File: config.mk
export PLATFORM = sky130hd
export DESIGN_NAME = pwm_comparador_flat
export DESIGN_NICKNAME = d
export VERILOG_FILES = /design/src/rtl/pwm_comparador_if.sv /design/src/rtl/pwm_comparador.sv /design/src/flat_wrapper.sv
export SDC_FILE = /design/constraint.sdc
export NUM_CORES = 1
export LEC_CHECK = 0
export BUFFER_PORTS_ARGS = -buffer_cell sky130_fd_sc_hd__buf_2
export CORE_ASPECT_RATIO = 0.75
export CORE_MARGIN = 2
export CORE_UTILIZATION = 53
export CTS_CLUSTER_DIAMETER = 100
export DETAILED_ROUTE_END_ITERATION = 16
export MAX_ROUTING_LAYER = met4
export PLACE_DENSITY = 0.81
export SLEW_MARGIN = 15
export SYNTH_ARGS = -nofsm -noshare
export SYNTH_HDL_FRONTEND = slang
export SYNTH_SLANG_ARGS = --single-unit
File: constraint.sdc
create_clock -name clk -period 4 [get_ports clk]
set_clock_uncertainty 0.1 [all_clocks]
set_input_delay 0.8 -clock clk [delete_from_list [all_inputs] [get_ports clk]]
set_output_delay 0.8 -clock clk [all_outputs]
set_load 0.02 [all_outputs]
File: src/rtl/pwm_comparador_if.sv
`default_nettype none
// ============================================================================
// Module      : pwm_comparador_if
// Description : Signal bundle between the PWM comparator and its environment.
//               master : drives run request, counter value and duty handshake
//                        (en, count_in, duty_in, duty_valid); observes outputs.
//               slave  : the comparator; drives duty_ready, pwm_out,
//                        period_tick and duty_active.
// Revision    : 1.0 - initial release
// ============================================================================
interface pwm_comparador_if;
   logic       en;           // run request
   logic [8:0] count_in;     // free-running upstream count, wraps 511->0
   logic [8:0] duty_in;      // new duty value (high cycles per period)
   logic       duty_valid;   // duty_in is valid
   logic       duty_ready;   // comparator can accept a duty value
   logic       pwm_out;      // PWM waveform
   logic       period_tick;  // one-cycle end-of-period pulse
   logic [8:0] duty_active;  // duty value currently in use

   modport master (
      output en, count_in, duty_in, duty_valid,
      input  duty_ready, pwm_out, period_tick, duty_active
   );

   modport slave (
      input  en, count_in, duty_in, duty_valid,
      output duty_ready, pwm_out, period_tick, duty_active
   );
endinterface
`default_nettype wire

File: src/rtl/pwm_comparador.sv
`default_nettype none
// ============================================================================
// Module      : pwm_comparador
// Description : Compares an external 9-bit free-running count against a
//               shadowed duty value to generate a glitch-free PWM waveform.
//               New duty values are accepted through a valid/ready handshake
//               into a one-entry pending register and applied only at a
//               period boundary while running (immediately when idle).
// Ports       : clk   - rising-edge clock shared with the upstream counter
//               reset - synchronous, active-high
//               bus   - pwm_comparador_if.slave (en, count_in, duty_in,
//                       duty_valid in; duty_ready, pwm_out, period_tick,
//                       duty_active out, all outputs registered)
// Revision    : 1.0 - initial release
// ============================================================================
module pwm_comparador (
   input  wire logic          clk,
   input  wire logic          reset,
   pwm_comparador_if.slave    bus
);

   localparam logic [8:0] C_LAST_COUNT = 9'd511;

   typedef enum logic [1:0] {
      ST_IDLE  = 2'd0,
      ST_SYNC  = 2'd1,
      ST_RUN   = 2'd2,
      ST_DRAIN = 2'd3
   } state_t;

   state_t     state_q,      state_d;
   logic       pwm_q,        pwm_d;
   logic       tick_q,       tick_d;
   logic       ready_q,      ready_d;
   logic       pend_q,       pend_d;
   logic [8:0] pend_val_q,   pend_val_d;
   logic [8:0] active_q,     active_d;

   logic w_at_wrap;
   logic w_live;
   logic w_xfer;
   logic w_apply;

   always_comb begin
      w_at_wrap = (bus.count_in == C_LAST_COUNT);
      w_live    = (state_q == ST_RUN) || (state_q == ST_DRAIN);
      w_xfer    = bus.duty_valid && ready_q;
      // While running the shadow value only lands on the wrap so a period is
      // never split between two duty values; when stopped it lands at once.
      w_apply   = pend_q && (!w_live || w_at_wrap);

      state_d = state_q;
      case (state_q)
         ST_IDLE: begin
            if (bus.en) state_d = ST_SYNC;
         end
         ST_SYNC: begin
            // Dropping en wins over a coincident wrap: no run is started.
            if (!bus.en)         state_d = ST_IDLE;
            else if (w_at_wrap)  state_d = ST_RUN;
         end
         ST_RUN: begin
            if (!bus.en) state_d = w_at_wrap ? ST_IDLE : ST_DRAIN;
         end
         ST_DRAIN: begin
            if (bus.en)          state_d = ST_RUN;
            else if (w_at_wrap)  state_d = ST_IDLE;
         end
         default: state_d = ST_IDLE;
      endcase

      pwm_d  = w_live && (bus.count_in < active_q);
      tick_d = w_live && w_at_wrap;

      pend_val_d = w_xfer ? bus.duty_in : pend_val_q;
      // A transfer needs ready, and ready implies the pending slot is empty,
      // so a capture and an apply can never coincide.
      pend_d     = w_xfer || (pend_q && !w_apply);
      active_d   = w_apply ? pend_val_q : active_q;
      // Ready is derived from the previous pending flag, so it returns one
      // cycle after the slot empties.
      ready_d    = !(pend_q || w_xfer);
   end

   always_ff @(posedge clk) begin
      if (reset) begin
         state_q    <= ST_IDLE;
         pwm_q      <= 1'b0;
         tick_q     <= 1'b0;
         ready_q    <= 1'b1;
         pend_q     <= 1'b0;
         pend_val_q <= 9'd0;
         active_q   <= 9'd0;
      end else begin
         state_q    <= state_d;
         pwm_q      <= pwm_d;
         tick_q     <= tick_d;
         ready_q    <= ready_d;
         pend_q     <= pend_d;
         pend_val_q <= pend_val_d;
         active_q   <= active_d;
      end
   end

   assign bus.duty_ready  = ready_q;
   assign bus.pwm_out     = pwm_q;
   assign bus.period_tick = tick_q;
   assign bus.duty_active = active_q;

endmodule
`default_nettype wire

File: src/flat_wrapper.sv
// flat-port wrapper written by rule: the top's interface ports become plain ports
module pwm_comparador_flat 
  (clk, reset, bus_en, bus_count_in, bus_duty_in, bus_duty_valid, bus_duty_ready, bus_pwm_out, bus_period_tick, bus_duty_active);
  pwm_comparador_if bus_i ();
  input  wire logic clk;
  input  wire logic reset;
  input wire logic [$bits(bus_i.en)-1:0] bus_en;
  input wire logic [$bits(bus_i.count_in)-1:0] bus_count_in;
  input wire logic [$bits(bus_i.duty_in)-1:0] bus_duty_in;
  input wire logic [$bits(bus_i.duty_valid)-1:0] bus_duty_valid;
  output wire logic [$bits(bus_i.duty_ready)-1:0] bus_duty_ready;
  output wire logic [$bits(bus_i.pwm_out)-1:0] bus_pwm_out;
  output wire logic [$bits(bus_i.period_tick)-1:0] bus_period_tick;
  output wire logic [$bits(bus_i.duty_active)-1:0] bus_duty_active;
  assign bus_i.en = bus_en;
  assign bus_i.count_in = bus_count_in;
  assign bus_i.duty_in = bus_duty_in;
  assign bus_i.duty_valid = bus_duty_valid;
  assign bus_duty_ready = bus_i.duty_ready;
  assign bus_pwm_out = bus_i.pwm_out;
  assign bus_period_tick = bus_i.period_tick;
  assign bus_duty_active = bus_i.duty_active;
  pwm_comparador u_core (.clk(clk), .reset(reset), .bus(bus_i));
endmodule
==> impl_results.md <==
* Crit start category: primary input
* Number of synthesized flops with an enable pin at 0
* Drt drc at 0
* Top Layer Used: met4
* Full die area at 2410 µm²
* Sequence of cells on the critical path: buf_2 -> nand4_2 -> o32ai_2 -> mux2i_1 -> nor2_1
* Syn Area/Cell at 8.80 µm²
* Slew @ Worst Pin at 0.941 ns
* Comb power frac at 11.6%
* Share of layout cells above drive strength 1 at 26.0%
* Leading cell types by count after synthesis: 24 x dfxtp_1, 21 x nand2_1, 14 x a21oi_1, 10 x inv_1, 10 x nor2_1
* Total Routing Usage GR at 21.9%
* Met1 WL at 1020 µm
* Routed Antenna Nets at 0
* FMAX at 0.475 GHz
* Mapped Nets at 152
* Critical path required time at 4.12 ns
* Vias in the first global route at 878
* Final min period at 2.11 ns
* Sw Pwr at 0.112 mW
* Hold crit path type: reg2reg
* TritonCTS buffer count at 3
* RR Endpoint: u_core.bus.duty_active[8]
* GP Congestion at 0.770
* Die width at 56.0 µm
* DR WL met3 at 114 µm
* R2r setup slk at 2.16 ns
* Mapped Cells at 122
* Filler Cells Inserted at 168
* Final HPWL DP at 1790 µm
* # setup viols final at 0
* Max Cap Violations at 0
* Critical path's slowest cell: o32ai_2
* Post-layout nets at 185
* Synth warn at 0
* FF/Latch Area at 480 µm²
* Area Growth Syn to Fin at 20.6%
* Part of the power in the clock network at 36.2%
* Violation count after the first detailed-route iteration at 15
* Maximum vdd drop at 0.000262 V
* Pint at 0.374 mW
* Hold WS at 0.368 ns
* Max-slew headroom at 37.2%
* CTS root buf: clkbuf_4
* First-pass GRT wire length at 3900 µm
* Clk pin slew, worst setup/hold paths at 0.13 ns
* Crit Path Class: in2reg
* Final Cycle Share at 52.7%
* Switching Fraction at 23.1%
* #FFs+latches synth at 24
* DR WL/cell at 12.7 µm
* Most numerous cell in the Yosys netlist: dfxtp_1
* Clk buf depth at 2
* Cell taking the most area after synthesis: dfxtp_1
* Postcts setup bufs at 0
* Clock H-tree levels at 1
* Initial antenna violation count at 0
* Pwr per Cell Area at 376 nW/µm²
* Vias per cell at 5.29
* FP Rows at 14
* CP endpoint kind: flip-flop
* Final Hold Viols at 0
* Core ar. at 1960 µm²
* CTS tree: yes
* RSZ-0062 raised after global routing: no
* Clk sink count at 24
* Netlist Area Pre-Place at 1070 µm²
* Synth async-reset ratio at 0%
* Dominant cells by area after synthesis: dfxtp_1 45%, ha_1 9.3%, mux2i_1 8.4%
* Area occupied by multi-input gates at 529 µm²
* Post-Route WL at 2260 µm
* DR WL met2 at 1100 µm
* Critical Path AT at 2.22 ns
* Hold buffers post-CTS at 0
* R2R Path Start: u_core.pend_q
* Slew Viols, Final at 0
* Top FF cell, synth: dfxtp_1
* Post-synthesis sequential area ratio at 44.8%
* Initial Utilization at 54.7%
* Die Height at 43.0 µm
* Via count at 942
* Leakage power at 0.557 nW
* Post-CTS sizing at 0
* Beginning of the critical path: bus_count_in[7]
* IO Port Bufs at 33
* Largest net degree at the start of global routing at 24
* Clk_lat worst skew at 0.32 ns
* Ant diodes at 0
* Reg power frac at 52.2%
* TritonRoute pass-1 iters at 4
* Max Fanout on Critical Path at 9
* I/O pins at 34
* Crit path capture: u_core.bus.duty_active[8]
* Total gr overflow at 0
* Max incr delay on CP at 0.83 ns
* Status: finished, final reports clean
* Post-synth cell types at 24
* Setup TNS at 0 ns
* Worst Reg-to-Reg Cells at 4
* Share of the synthesized area in the top cell type at 44.8%
## registers in the layout, indices dropped and copies added, names as in the netlist
| signal | count |
|---|---|
| u_core.bus.duty_active | 9 |
| u_core.pend_q | 1 |
| u_core.pend_val_q | 9 |
| u_core.bus.period_tick | 1 |
| u_core.bus.duty_ready | 1 |
| u_core.bus.pwm_out | 1 |
| u_core.state_q | 2 |
## cell type report
| class | instances | share of cell area [%] |
|---|---|---|
| Multi-Input combinational cell | 83 | 40.9 |
| Sequential cell | 24 | 37.1 |
| Timing Repair Buffer | 33 | 12.8 |
| Inverter | 10 | 2.90 |
| Clock inverter | 1 | 2.32 |
| Tap cell | 24 | 2.32 |
| Clock buffer | 3 | 1.74 |
## power by group through the flow
stage | logic, mW | registers (mW) | clock network (mW)
2_1_floorplan | 0.0332 | 0.261 | 0
3_3_place_gp | 0.0535 | 0.259 | 0
3_5_place_dp | 0.0569 | 0.259 | 0
4_1_cts | 0.0572 | 0.254 | 0.179
5_1_grt | 0.0643 | 0.255 | 0.193
6_report | 0.0565 | 0.254 | 0.176
## metal layers
metal / global-route usage [%] / up-vias
met2: 35.5 / 22
met3: 5.79 / 4
met4: 8.57 / 0
met1: 26.3 / 435
met5: - / -
li1: - / 481
## critical path: cells and delay by family
family	cells	cell delay (ns)
AND/OR/NAND/NOR	2	0.18
AO/OA/AOI/OAI	1	0.83
buffers and inverters	1	0.11
multiplexers	1	0.29
## cells in the final DEF, fill, tap and decap left out, types with 3 or more instances in the layout
cell type / n
a211oi_1: 3
a21oi_1: 14
buf_2: 33
clkbuf_4: 3
dfxtp_1: 24
ha_1: 8
inv_1: 10
mux2i_1: 9
nand2_1: 21
nand3_1: 3
nor2_1: 10
## cell families after synthesis
family	Yosys count	share of synthesized area, %
multiplexers	9	8.39
buffers and inverters	15	5.94
flip-flops	24	44.8
AND/OR/NAND/NOR	42	17.5
AO/OA/AOI/OAI	24	14.1
adder cells (fa/ha/maj)	8	9.32
## stage by stage
step                      instance area [µm²]  setup WS [ns]  util (%)  cells  total power [mW]
after floorplan                          1070           2.19         -    122             0.294
after detailed placement                 1240           1.55      63.3    174             0.316
after global routing                     1290           1.84      66.0    178             0.513
final                                    1290           1.89      66.0    178             0.486
after CTS                                1290           1.90      66.0    178             0.490
after global placement                   1240           1.62      63.3    174             0.312
## worst min-delay path by stage
stage          slack [ns]  depth (start not counted)              endpoint            startpoint
5_1_grt              0.39                          2  u_core.pend_val_q[1]  u_core.pend_val_q[1]
6_report             0.37                          2  u_core.pend_val_q[3]  u_core.pend_val_q[3]
4_1_cts              0.37                          2  u_core.pend_val_q[1]  u_core.pend_val_q[1]
2_1_floorplan        0.34                          2  u_core.pend_val_q[0]  u_core.pend_val_q[0]
3_5_place_dp         0.35                          2  u_core.pend_val_q[1]  u_core.pend_val_q[1]
3_3_place_gp         0.35                          2  u_core.pend_val_q[3]  u_core.pend_val_q[3]
No activity file was read; power rests on OpenSTA's default activity.
